**src/rtl/sram_port_arb_pkg.sv**
```systemverilog
// Shared types and constants for the unified-memory SRAM port arbiter.
//
// Contents:
//   AddrW / DataW / WenW   bus widths of the fetch, data and SRAM ports
//   CntW                   width of the IF starvation counter
//   StarveMaxDefault       default consecutive-denial limit for IF
//   arb_state_e            arbiter FSM states
//   is_write()             true when a data request carries any byte enable
package sram_port_arb_pkg;

    localparam int unsigned AddrW            = 32;
    localparam int unsigned DataW            = 32;
    localparam int unsigned WenW             = 4;
    localparam int unsigned CntW             = 4;
    localparam int unsigned StarveMaxDefault = 4;

    // WAIT_x: a read was issued last cycle and its data is on sram_rdata now.
    // HOLD_x: that data was not accepted and sits in the response buffer.
    typedef enum logic [2:0] {
        StIdle   = 3'd0,
        StWaitIf = 3'd1,
        StWaitDm = 3'd2,
        StHoldIf = 3'd3,
        StHoldDm = 3'd4
    } arb_state_e;

    function automatic logic is_write(input logic [WenW-1:0] wen);
        return wen != '0;
    endfunction

endpackage

```
**src/rtl/sram_port_arb_if.sv**
```systemverilog
// Handshake bundle between the pipeline requesters (IF, MEM), the arbiter
// and the single synchronous SRAM port.
//
// Signals:
//   if_*        fetch request / grant / read response
//   dm_*        data request / grant / load response
//   sram_*      SRAM command (en/wen/addr/wdata) and read data
//   stallreq_for_mem  a requester is waiting this cycle
// Modports:
//   slave   the arbiter side
//   master  the requester / SRAM model side
interface sram_port_arb_if;
    import sram_port_arb_pkg::*;

    logic             if_req;
    logic [AddrW-1:0] if_addr;
    logic             if_gnt;
    logic             if_rvalid;
    logic             if_rready;
    logic [DataW-1:0] if_rdata;

    logic             dm_req;
    logic [WenW-1:0]  dm_wen;
    logic [AddrW-1:0] dm_addr;
    logic [DataW-1:0] dm_wdata;
    logic             dm_gnt;
    logic             dm_rvalid;
    logic             dm_rready;
    logic [DataW-1:0] dm_rdata;

    logic             sram_en;
    logic [WenW-1:0]  sram_wen;
    logic [AddrW-1:0] sram_addr;
    logic [DataW-1:0] sram_wdata;
    logic [DataW-1:0] sram_rdata;

    logic             stallreq_for_mem;

    modport slave (
        input  if_req, if_addr, if_rready,
        input  dm_req, dm_wen, dm_addr, dm_wdata, dm_rready,
        input  sram_rdata,
        output if_gnt, if_rvalid, if_rdata,
        output dm_gnt, dm_rvalid, dm_rdata,
        output sram_en, sram_wen, sram_addr, sram_wdata,
        output stallreq_for_mem
    );

    modport master (
        output if_req, if_addr, if_rready,
        output dm_req, dm_wen, dm_addr, dm_wdata, dm_rready,
        output sram_rdata,
        input  if_gnt, if_rvalid, if_rdata,
        input  dm_gnt, dm_rvalid, dm_rdata,
        input  sram_en, sram_wen, sram_addr, sram_wdata,
        input  stallreq_for_mem
    );

endinterface

```
**src/rtl/sram_port_arb_resp_buf.sv**
```systemverilog
// Response buffer: captures a read word that the consumer stage could not
// accept in the cycle it arrived, and holds it until accepted.
//
// Ports:
//   clk    clock
//   rst    synchronous reset, active-low
//   load   capture din (arriving word not accepted)
//   clr    held word accepted; drop valid
//   din    SRAM read data
//   dout   buffered word
//   valid  dout holds an unconsumed word
module sram_port_arb_resp_buf
    import sram_port_arb_pkg::*;
(
    input  logic             clk,
    input  logic             rst,
    input  logic             load,
    input  logic             clr,
    input  logic [DataW-1:0] din,
    output logic [DataW-1:0] dout,
    output logic             valid
);

    logic [DataW-1:0] data_q;
    logic             valid_q;

    always_ff @(posedge clk) begin
        if (!rst) begin
            data_q  <= '0;
            valid_q <= 1'b0;
        end else if (load) begin
            data_q  <= din;
            valid_q <= 1'b1;
        end else if (clr) begin
            // Data is left in place; it is only a don't-care after accept.
            valid_q <= 1'b0;
        end
    end

    assign dout  = data_q;
    assign valid = valid_q;

endmodule

```
**src/rtl/sram_port_arb.sv**
```systemverilog
// Arbiter sharing the single synchronous SRAM port between instruction fetch
// (IF) and data access (MEM). One request is issued per cycle, the single
// outstanding read is tracked, and an unaccepted read word is parked in a
// response buffer until its consumer stage un-stalls.
//
// Parameters:
//   STARVE_MAX  consecutive IF denials after which IF wins a contested cycle
// Ports:
//   clk   clock
//   rst   synchronous reset, active-low
//   bus   requester/SRAM bundle (slave side): grants are combinational in the
//         request cycle, read data is presented the following cycle.
module sram_port_arb
    import sram_port_arb_pkg::*;
#(
    parameter int unsigned STARVE_MAX = StarveMaxDefault
) (
    input  logic            clk,
    input  logic            rst,
    sram_port_arb_if.slave  bus
);

    arb_state_e       state_q, state_d;
    arb_state_e       issue_state;
    logic [CntW-1:0]  starve_q, starve_d;

    logic             issue_ok;
    logic             starved;
    logic             dm_win;
    logic             if_win;
    logic             buf_load;
    logic             buf_clr;
    logic             buf_valid;
    logic [DataW-1:0] buf_data;

    // ---------------------------------------------------------------- issue
    always_comb begin
        // A new access may go out only when the port has no response pending,
        // or the pending response is being consumed this very cycle.
        issue_ok = rst & ((state_q == StIdle) |
                          ((state_q == StWaitIf) & bus.if_rready) |
                          ((state_q == StWaitDm) & bus.dm_rready));
        starved  = starve_q == CntW'(STARVE_MAX);
        dm_win   = issue_ok & bus.dm_req & ~(bus.if_req & starved);
        if_win   = issue_ok & bus.if_req & ~dm_win;

        issue_state = StIdle;
        if (if_win) begin
            issue_state = StWaitIf;
        end else if (dm_win && !is_write(bus.dm_wen)) begin
            issue_state = StWaitDm;
        end
    end

    // ------------------------------------------------------------ next state
    always_comb begin
        state_d = state_q;
        unique case (state_q)
            StIdle:   state_d = issue_state;
            StWaitIf: state_d = bus.if_rready ? issue_state : StHoldIf;
            StWaitDm: state_d = bus.dm_rready ? issue_state : StHoldDm;
            StHoldIf: if (bus.if_rready) state_d = StIdle;
            StHoldDm: if (bus.dm_rready) state_d = StIdle;
            default:  state_d = StIdle;
        endcase

        starve_d = starve_q;
        if (!bus.if_req || if_win) begin
            starve_d = '0;
        end else if (dm_win && !starved) begin
            starve_d = starve_q + CntW'(1);
        end
    end

    always_ff @(posedge clk) begin
        if (!rst) begin
            state_q  <= StIdle;
            starve_q <= '0;
        end else begin
            state_q  <= state_d;
            starve_q <= starve_d;
        end
    end

    // -------------------------------------------------------- response buffer
    always_comb begin
        buf_load = ((state_q == StWaitIf) & ~bus.if_rready) |
                   ((state_q == StWaitDm) & ~bus.dm_rready);
        buf_clr  = ((state_q == StHoldIf) & bus.if_rready) |
                   ((state_q == StHoldDm) & bus.dm_rready);
    end

    sram_port_arb_resp_buf u_resp_buf (
        .clk   (clk),
        .rst   (rst),
        .load  (buf_load),
        .clr   (buf_clr),
        .din   (bus.sram_rdata),
        .dout  (buf_data),
        .valid (buf_valid)
    );

    // ---------------------------------------------------------------- outputs
    always_comb begin
        bus.if_gnt     = if_win;
        bus.dm_gnt     = dm_win;

        bus.sram_en    = if_win | dm_win;
        bus.sram_wen   = dm_win ? bus.dm_wen : '0;
        bus.sram_addr  = dm_win ? bus.dm_addr : (if_win ? bus.if_addr : '0);
        bus.sram_wdata = dm_win ? bus.dm_wdata : '0;

        bus.if_rvalid  = rst & ((state_q == StWaitIf) |
                                ((state_q == StHoldIf) & buf_valid));
        bus.dm_rvalid  = rst & ((state_q == StWaitDm) |
                                ((state_q == StHoldDm) & buf_valid));
        bus.if_rdata   = (state_q == StWaitIf) ? bus.sram_rdata : buf_data;
        bus.dm_rdata   = (state_q == StWaitDm) ? bus.sram_rdata : buf_data;

        bus.stallreq_for_mem = (bus.if_req & ~if_win) | (bus.dm_req & ~dm_win);
    end

endmodule

```
**src/flat_wrapper.sv**
```systemverilog
// flat-port wrapper written by rule: the top's interface ports become plain ports
module sram_port_arb_flat import sram_port_arb_pkg::*;
#(
    parameter int unsigned STARVE_MAX = StarveMaxDefault
)
  (clk, rst, bus_if_req, bus_if_addr, bus_if_rready, bus_dm_req, bus_dm_wen, bus_dm_addr, bus_dm_wdata, bus_dm_rready, bus_sram_rdata, bus_if_gnt, bus_if_rvalid, bus_if_rdata, bus_dm_gnt, bus_dm_rvalid, bus_dm_rdata, bus_sram_en, bus_sram_wen, bus_sram_addr, bus_sram_wdata, bus_stallreq_for_mem);
  sram_port_arb_if bus_i ();
  input  logic clk;
  input  logic rst;
  input wire logic [$bits(bus_i.if_req)-1:0] bus_if_req;
  input wire logic [$bits(bus_i.if_addr)-1:0] bus_if_addr;
  input wire logic [$bits(bus_i.if_rready)-1:0] bus_if_rready;
  input wire logic [$bits(bus_i.dm_req)-1:0] bus_dm_req;
  input wire logic [$bits(bus_i.dm_wen)-1:0] bus_dm_wen;
  input wire logic [$bits(bus_i.dm_addr)-1:0] bus_dm_addr;
  input wire logic [$bits(bus_i.dm_wdata)-1:0] bus_dm_wdata;
  input wire logic [$bits(bus_i.dm_rready)-1:0] bus_dm_rready;
  input wire logic [$bits(bus_i.sram_rdata)-1:0] bus_sram_rdata;
  output wire logic [$bits(bus_i.if_gnt)-1:0] bus_if_gnt;
  output wire logic [$bits(bus_i.if_rvalid)-1:0] bus_if_rvalid;
  output wire logic [$bits(bus_i.if_rdata)-1:0] bus_if_rdata;
  output wire logic [$bits(bus_i.dm_gnt)-1:0] bus_dm_gnt;
  output wire logic [$bits(bus_i.dm_rvalid)-1:0] bus_dm_rvalid;
  output wire logic [$bits(bus_i.dm_rdata)-1:0] bus_dm_rdata;
  output wire logic [$bits(bus_i.sram_en)-1:0] bus_sram_en;
  output wire logic [$bits(bus_i.sram_wen)-1:0] bus_sram_wen;
  output wire logic [$bits(bus_i.sram_addr)-1:0] bus_sram_addr;
  output wire logic [$bits(bus_i.sram_wdata)-1:0] bus_sram_wdata;
  output wire logic [$bits(bus_i.stallreq_for_mem)-1:0] bus_stallreq_for_mem;
  assign bus_i.if_req = bus_if_req;
  assign bus_i.if_addr = bus_if_addr;
  assign bus_i.if_rready = bus_if_rready;
  assign bus_i.dm_req = bus_dm_req;
  assign bus_i.dm_wen = bus_dm_wen;
  assign bus_i.dm_addr = bus_dm_addr;
  assign bus_i.dm_wdata = bus_dm_wdata;
  assign bus_i.dm_rready = bus_dm_rready;
  assign bus_i.sram_rdata = bus_sram_rdata;
  assign bus_if_gnt = bus_i.if_gnt;
  assign bus_if_rvalid = bus_i.if_rvalid;
  assign bus_if_rdata = bus_i.if_rdata;
  assign bus_dm_gnt = bus_i.dm_gnt;
  assign bus_dm_rvalid = bus_i.dm_rvalid;
  assign bus_dm_rdata = bus_i.dm_rdata;
  assign bus_sram_en = bus_i.sram_en;
  assign bus_sram_wen = bus_i.sram_wen;
  assign bus_sram_addr = bus_i.sram_addr;
  assign bus_sram_wdata = bus_i.sram_wdata;
  assign bus_stallreq_for_mem = bus_i.stallreq_for_mem;
  sram_port_arb #(.STARVE_MAX(STARVE_MAX)) u_core (.clk(clk), .rst(rst), .bus(bus_i));
endmodule
```
**config.mk**
```make
export PLATFORM = sky130hd
export DESIGN_NAME = sram_port_arb_flat
export DESIGN_NICKNAME = d
export VERILOG_FILES = /design/src/rtl/sram_port_arb_pkg.sv /design/src/rtl/sram_port_arb_if.sv /design/src/rtl/sram_port_arb_resp_buf.sv /design/src/rtl/sram_port_arb.sv /design/src/flat_wrapper.sv
export SDC_FILE = /design/constraint.sdc
export NUM_CORES = 1
export LEC_CHECK = 0
export ABC_AREA = 1
export BUFFER_PORTS_ARGS = -buffer_cell sky130_fd_sc_hd__buf_2
export CELL_PAD_IN_SITES_DETAIL_PLACEMENT = 1
export CELL_PAD_IN_SITES_GLOBAL_PLACEMENT = 2
export CORE_AREA = 2 2 143 145
export DETAILED_ROUTE_END_ITERATION = 12
export DIE_AREA = 0 0 145 147
export GPL_TIMING_DRIVEN = 0
export MAX_ROUTING_LAYER = met4
export PLACE_DENSITY_LB_ADDON = 0.1
export REMOVE_ABC_BUFFERS = 1
export SYNTH_ARGS = -nofsm -noshare
export SYNTH_HDL_FRONTEND = slang
export SYNTH_SLANG_ARGS = --single-unit
export TNS_END_PERCENT = 5
```
**constraint.sdc**
```tcl
create_clock -name clk -period 2 [get_ports clk]
set_input_delay 0.2 -clock clk [delete_from_list [all_inputs] [get_ports clk]]
set_output_delay 0.2 -clock clk [all_outputs]
set_load 0.005 [all_outputs]
```
==> flow_summary.json, run 1 <==
{
  "worst_path_largest_cell_delay_ns": 0.34,
  "ir_worst_vdd_uv": 297,
  "synth-simple-area-share_pct": 31.4,
  "synthesis.area_mm2": 0.00310,
  "detail_route.wirelength_um": 15300,
  "slew_headroom_pct": 65.7,
  "grt_setup_unrepaired": "true",
  "initial_core_util_pct": 15.6,
  "outcome": "complete, no violations",
  "r2r-end": "u_core.u_resp_buf.dout[3]",
  "die_width_um": 145,
  "finalHoldWorstSlack_ns": 0.172,
  "postLayoutSetupSlackWorst_ns": 0.00670,
  "layout-drive-gt1-share_pct": 45.4,
  "timing_hold_violations_final": 0,
  "end_kind": "output pin",
  "finClkSkew_ns": 0.00612,
  "setup_viol_count_final": 0,
  "rr_startpoint": "u_core.state_q[2]",
  "design.core.area_mm2": 0.0198,
  "async_flop_share_pct": 0,
  "die_height_um": 147,
  "synth_warnings": 0,
  "register_share_of_total_power_pct": 35.8,
  "worstSetupStartpoint": "u_core.starve_q[0]",
  "cp_common_cell": "nand2_1",
  "overflow": 0,
  "worstSetupEndpoint": "bus_sram_addr[4]",
  "multi_input_area_mm2": 0.00189,
  "ant_nets": 0,
  "number_of_global_route_vias_before_repair": 4374,
  "detailed_place_hpwl_um": 11200,
  "vias": 4352,
  "layout.nets": 950,
  "synth_xor_area_share_pct": 0.566,
  "cts_tree": "yes",
  "maxClockFrequency_ghz": 0.502,
  "grt_pass1_wl_um": 24200,
  "critical_path.n_buffers_inverters": 5,
  "total_power_mw": 2.36,
  "grt_start_max_net_pins": 66,
  "seqCellArea_um2": 806,
  "firstDrtPassIters": 4,
  "top_cells_by_instance_count_after_synthesis": "nand2_1 (184), inv_1 (79), o21ai_0 (77)",
  "synth_enable_flop_cells": 0,
  "dominant_combinational_cell_family_by_area_after_synthesis": "simple AND/OR/NAND/NOR gates",
  "drv_cap": 0,
  "power_frac_comb_pct": 29.1,
  "synth_cell_types": 22,
  "clock_buffers_created_by_tritoncts": 5,
  "power.internal_mw": 1.63,
  "finalCoreUtilization_pct": 25.9,
  "cts.sinks": 40,
  "drt_iter0_drc": 68,
  "path_delay_family": "buffers and inverters",
  "die_area_mm2": 0.0213,
  "max_slew.worst_pin.slew_ns": 0.515,
  "timing.final.crit_share_pct": 99.7,
  "post-route-drc-count": 0,
  "clkPwrFrac_pct": 35.1,
  "synthToLayoutAreaGrowth_pct": 66.3,
  "worst-path-max-fanout": 13,
  "post_synthesis_cells": 541,
  "synth_seq_cells": 40,
  "worst-r2r-setup-slack_ns": 0.26,
  "dominantRegCellSynth": "dfxtp_1",
  "post_drt_wl_per_cell_um": 14.1,
  "antenna_found_initial": 2,
  "synth.mux.area_fraction_pct": 0,
  "crit_required_ns": 1.80,
  "worst-endpoint-arrival_ns": 1.79,
  "synth_sequential_area_ratio_pct": 25.9,
  "cellLeakagePower_nw": 2.96,
  "post_synth.cell_area_avg_um2": 5.72,
  "synth_most_common_cell": "nand2_1",
  "max_root_sink_buffers": 2,
  "start_kind": "register",
  "power_switching_mw": 0.727,
  "crit_type": "register to output pin",
  "ports_placed_on_the_boundary": 276,
  "period_minus_slack_ns": 1.99,
  "timing.reg2reg.worst_path_depth": 7,
  "timing.hold.worst.class": "primary input to register",
  "slowest_stage": "dfxtp_2",
  "preCtsSetupSlack_ns": -0.878,
  "gp_congestion": 0.849,
  "power_density_mw_per_mm2": 459,
  "core.rowCount": 52,
  "clk_transition_reported_paths_ns": 0.06,
  "final.fill_count": 2610,
  "hold_buffers": 0,
  "swShare_pct": 30.8,
  "netlist.top_cell.by_area": "dfxtp_1",
  "h-tree-depth": 2,
  "crit_cells": 11,
  "clk_latency_ns": 0.28,
  "synthTopCellsByArea": "dfxtp_1 (26%), nand2_1 (22%), o21ai_0 (12%)",
  "numPortBuffers": 275,
  "grt_use_total_pct": 14.4,
  "compound_gate_fraction_of_synth_area_pct": 24.8,
  "clockRootBuffer": "clkbuf_16",
  "crit_chain": "inv_2 -> ha_4 -> nand4_1 -> nand2_4 -> buf_4 -> nor2_4 -> buf_6 -> buf_12 -> nand2_1 -> nand2_1 -> buf_2",
  "post-synth-top-area-fraction_pct": 25.9,
  "final-max-slew-violation-count": 0,
  "synth_fa_ha_area_share_pct": 0.808,
  "routed_via_density": 4.02
}
[area by class of cell]
type | count | area share [%]
timing repair inverter | 4 | 0.924
clock inverter | 2 | 0.194
sequential | 40 | 15.7
tap | 270 | 6.56
inverter | 83 | 6.51
clock buffer | 6 | 2.70
multi-input combinational | 385 | 36.7
antenna | 2 | 0.0972
timing repair buffer | 291 | 30.7
[flip-flops by register name, summed over array words and instances, names as in the netlist]
register                 count
u_core.u_resp_buf.dout      32
u_core.starve_q              4
u_core.state_q               3
u_core.u_resp_buf.valid      1
[per-stage QoR]
step | cells | area [um^2] | setup TNS (ns)
floorplan | 507 | 2900 | -13.02
global placement | 1052 | 4610 | -92.63
detailed placement | 1053 | 4640 | -42.44
CTS | 1078 | 5030 | -0.0546
global route | 1083 | 5150 | -4.48
finish | 1083 | 5150 | 0
[cell usage in the layout (no fill, tap or decap), types with 3 or more instances in the layout]
cell	netlist	final
dfxtp_2	0	4
a21oi_2	20	20
inv_2	4	4
nand4_1	7	7
buf_6	5	8
nand2_4	0	3
nand2_1	184	165
nand3_1	6	6
nor2_1	30	30
buf_12	0	3
dfxtp_1	40	36
a21oi_1	19	19
o21ai_0	77	77
inv_6	0	3
nand2_2	0	15
o21ai_1	21	21
buf_4	7	11
clkbuf_16	0	5
nor2_2	11	11
inv_1	79	76
buf_2	7	269
[worst reg2reg max path: stages (launching register included)]
cell and delay, ns:
dfxtp_1 0.33, inv_1 0.09, nand2_1 0.11, nor2_2 0.20, nand2_1 0.21, nand2_8 0.40
o21ai_0 0.19, a21oi_1 0.14
[cells by family after synthesis]
kind of cell | count (synthesis)
buffers and inverters | 117
xor gates and xnor gates | 2
adders and majority gates | 2
and+or+nand+nor | 242
DFF | 40
AOI/OAI and AO/OA | 138
[what timing repair did]
| action | 4_1_cts | 5_1_grt |
|---|---|---|
| resized for setup | 30 | 25 |
| buffers inserted | 13 | 2 |
| gates cloned | 4 | 1 |
| setup endpoints to repair | 105 | 73 |
| pin swaps | 7 | 9 |
[per-layer routing]
| layer | share of wire [%] | wire length [um] | vias up | track usage (%) |
|---|---|---|---|---|
| li1 | - | - | 2217 | - |
| met1 | 44 | 6750 | 1960 | 17.0 |
| met2 | 48 | 7360 | 168 | 25.1 |
| met3 | 6.5 | 999 | 7 | 3.57 |
| met4 | 0.98 | 150 | 0 | 2.77 |
| met5 | 0 | 0 | - | - |
[power by group through the flow]
stage | clock network (mW) | registers [mW] | logic (mW)
6_report | 0.828 | 0.847 | 0.687
3_5_place_dp | 0 | 0.864 | 0.630
2_1_floorplan | 0 | 0.859 | 0.261
3_3_place_gp | 0 | 0.862 | 0.621
5_1_grt | 0.914 | 0.851 | 0.774
4_1_cts | 0.886 | 0.846 | 0.688
[how the worst min path moves through the flow]
stage | startpoint | to | slack, ns | depth (start not counted)
4_1_cts | bus_sram_rdata[29] | u_core.u_resp_buf.dout[29] | 0.16 | 3
5_1_grt | bus_sram_rdata[0] | u_core.u_resp_buf.dout[0] | 0.17 | 3
2_1_floorplan | rst | u_core.state_q[0] | 0.30 | 2
3_5_place_dp | bus_sram_rdata[14] | u_core.u_resp_buf.dout[14] | 0.47 | 3
6_report | bus_sram_rdata[29] | u_core.u_resp_buf.dout[29] | 0.17 | 3
3_3_place_gp | u_core.starve_q[3] | u_core.starve_q[3] | 0.45 | 2
Power figures use the tool's default switching activity.
==> run 2: changes to the inputs <==
--- a/config.mk
+++ b/config.mk
@@ -13,7 +13,6 @@
 export DETAILED_ROUTE_END_ITERATION = 12
 export DIE_AREA = 0 0 145 147
 export GPL_TIMING_DRIVEN = 0
-export MAX_ROUTING_LAYER = met4
 export PLACE_DENSITY_LB_ADDON = 0.1
 export REMOVE_ABC_BUFFERS = 1
 export SYNTH_ARGS = -nofsm -noshare
==> run 2 against run 1 <==
  * Clock power about the same
  * Combinational power hardly changed
  * Via count up 0.39%
  * First-iteration DRC count is 26% lower
  * Utilization is the same
  * Worst hold slack worse by 0.0011 ns
  * Wire length about the same
==> flow_summary.json, run 2 (synthesis gave the netlist of run 1 again) <==
{
  "cts_tree": "yes",
  "crit_required_ns": 1.80,
  "cellLeakagePower_nw": 2.96,
  "clk_transition_reported_paths_ns": 0.06,
  "total_power_mw": 2.36,
  "grt_use_total_pct": 14.0,
  "overflow": 0,
  "grt_start_max_net_pins": 66,
  "worst-r2r-setup-slack_ns": 0.25,
  "detailed_place_hpwl_um": 11200,
  "cts.sinks": 40,
  "preCtsSetupSlack_ns": -0.878,
  "detail_route.wirelength_um": 15200,
  "vias": 4369,
  "crit_chain": "inv_2 -> ha_4 -> nand4_1 -> nand2_4 -> buf_4 -> nor2_4 -> buf_6 -> buf_12 -> nand2_1 -> nand2_1 -> buf_2",
  "outcome": "complete, no violations",
  "die_height_um": 147,
  "routed_via_density": 4.03,
  "initial_core_util_pct": 15.6,
  "most-common-layout-cells": "buf_2 (269), nand2_1 (165), o21ai_0 (77)",
  "finClkSkew_ns": 0.00717,
  "power_density_mw_per_mm2": 459,
  "max_root_sink_buffers": 2,
  "drt_iter0_drc": 50,
  "end_kind": "output pin",
  "clock_buffers_created_by_tritoncts": 5,
  "hold_buffers": 0,
  "number_of_global_route_vias_before_repair": 4366,
  "max_slew.worst_pin.slew_ns": 0.515,
  "slowest_stage": "dfxtp_2",
  "h-tree-depth": 2,
  "maxClockFrequency_ghz": 0.502,
  "timing.final.crit_share_pct": 99.6,
  "worst_path_largest_cell_delay_ns": 0.34,
  "period_minus_slack_ns": 1.99,
  "ant_nets": 0,
  "firstDrtPassIters": 4,
  "slew_headroom_pct": 65.6,
  "die_width_um": 145,
  "start_kind": "register",
  "crit_type": "register to output pin",
  "layout_commonest_cell": "buf_2",
  "cp_common_cell": "nand2_1",
  "die_area_mm2": 0.0213,
  "layout-drive-gt1-share_pct": 45.4,
  "worst-path-max-fanout": 13,
  "core.rowCount": 52,
  "timing_hold_violations_final": 0,
  "ir_worst_vdd_uv": 300,
  "post_drt_wl_per_cell_um": 14.1,
  "crit_cells": 11,
  "postLayoutSetupSlackWorst_ns": 0.00718,
  "setup_viol_count_final": 0,
  "path_delay_family": "buffers and inverters",
  "numPortBuffers": 275,
  "synthToLayoutAreaGrowth_pct": 66.3,
  "design.core.area_mm2": 0.0198,
  "ports_placed_on_the_boundary": 276,
  "holdPathStages": 3,
  "grt_pass1_wl_um": 24200,
  "final-max-slew-violation-count": 0,
  "layout.nets": 950,
  "timing.reg2reg.worst_path_depth": 7,
  "gp_congestion": 0.836,
  "grt_setup_unrepaired": "true",
  "largest_register_ffs": 32,
  "antenna_found_initial": 2,
  "clk_latency_ns": 0.28,
  "post-route-drc-count": 0,
  "clockRootBuffer": "clkbuf_16",
  "drv_cap": 0,
  "critical_path.n_buffers_inverters": 5,
  "timing.hold.worst.class": "primary input to register",
  "worst-endpoint-arrival_ns": 1.79
}
-- run 2: cell counts in the layout (fill, tap and decap cells not counted) --
Identical to the previous run, type by type.
-- run 2: per-layer routing --
layer / vias to the layer above / global-route usage [%] / routed length (um)
met4: 0 / 2.77 / 148
li1: 2222 / - / -
met2: 168 / 25.0 / 7350
met1: 1972 / 16.6 / 6590
met5: - / 0 / 0
met3: 7 / 4.29 / 1150
-- run 2: worst reg2reg max path, delay by kind of cell, from the launching register on --
kind | cells | cell delay [ns]
simple gates | 4 | 0.92
compound gates | 2 | 0.34
flops | 1 | 0.33
buf+inv | 1 | 0.09
-- run 2: stage by stage --
step                      util, %  std cells  cell area [um^2]  hold WS, ns  setup TNS (ns)
after global routing         25.9       1081              5140        0.174           -4.54
after global placement       23.2       1052              4610        0.451          -92.63
final                        25.9       1083              5150        0.171               0
after floorplan                 -        507              2900        0.298          -13.02
after detailed placement     23.4       1053              4640        0.466          -42.44
after CTS                    25.4       1078              5030        0.162         -0.0546
-- run 2: path summary, 6_finish.rpt --
check                               end          startpoint
max reg2reg   u_core.u_resp_buf.dout[3]   u_core.state_q[2]
min reg2reg          u_core.starve_q[3]  u_core.starve_q[3]
max                    bus_sram_addr[4]  u_core.starve_q[0]
min          u_core.u_resp_buf.dout[29]  bus_sram_rdata[29]
-- run 2: cell type report --
type / count / area [um^2]
timing repair buffer: 291 / 1580
tap: 270 / 338
sequential: 40 / 806
clock inverter: 2 / 10.0
inverter: 83 / 335
multi-input combinational: 385 / 1890
timing repair inverter: 4 / 47.5
fill: 2609 / 14700
antenna: 2 / 5.00
clock buffer: 6 / 139
-- run 2: timing repair --
item / in CTS / in global routing
gates cloned: 4 / 1
endpoints found under the setup margin: 105 / 76
resized for setup: 30 / 25
buffers inserted: 13 / 2
pin swaps: 7 / 9
hold endpoints to repair: 0 / 0
-- run 2: report_power, final --
part | leakage, nW | internal (mW) | total, mW | switching, mW
registers | 0.326 | 0.826 | 0.846 | 0.0207
logic | 2.56 | 0.317 | 0.687 | 0.370
clock network | 0.0766 | 0.493 | 0.831 | 0.339
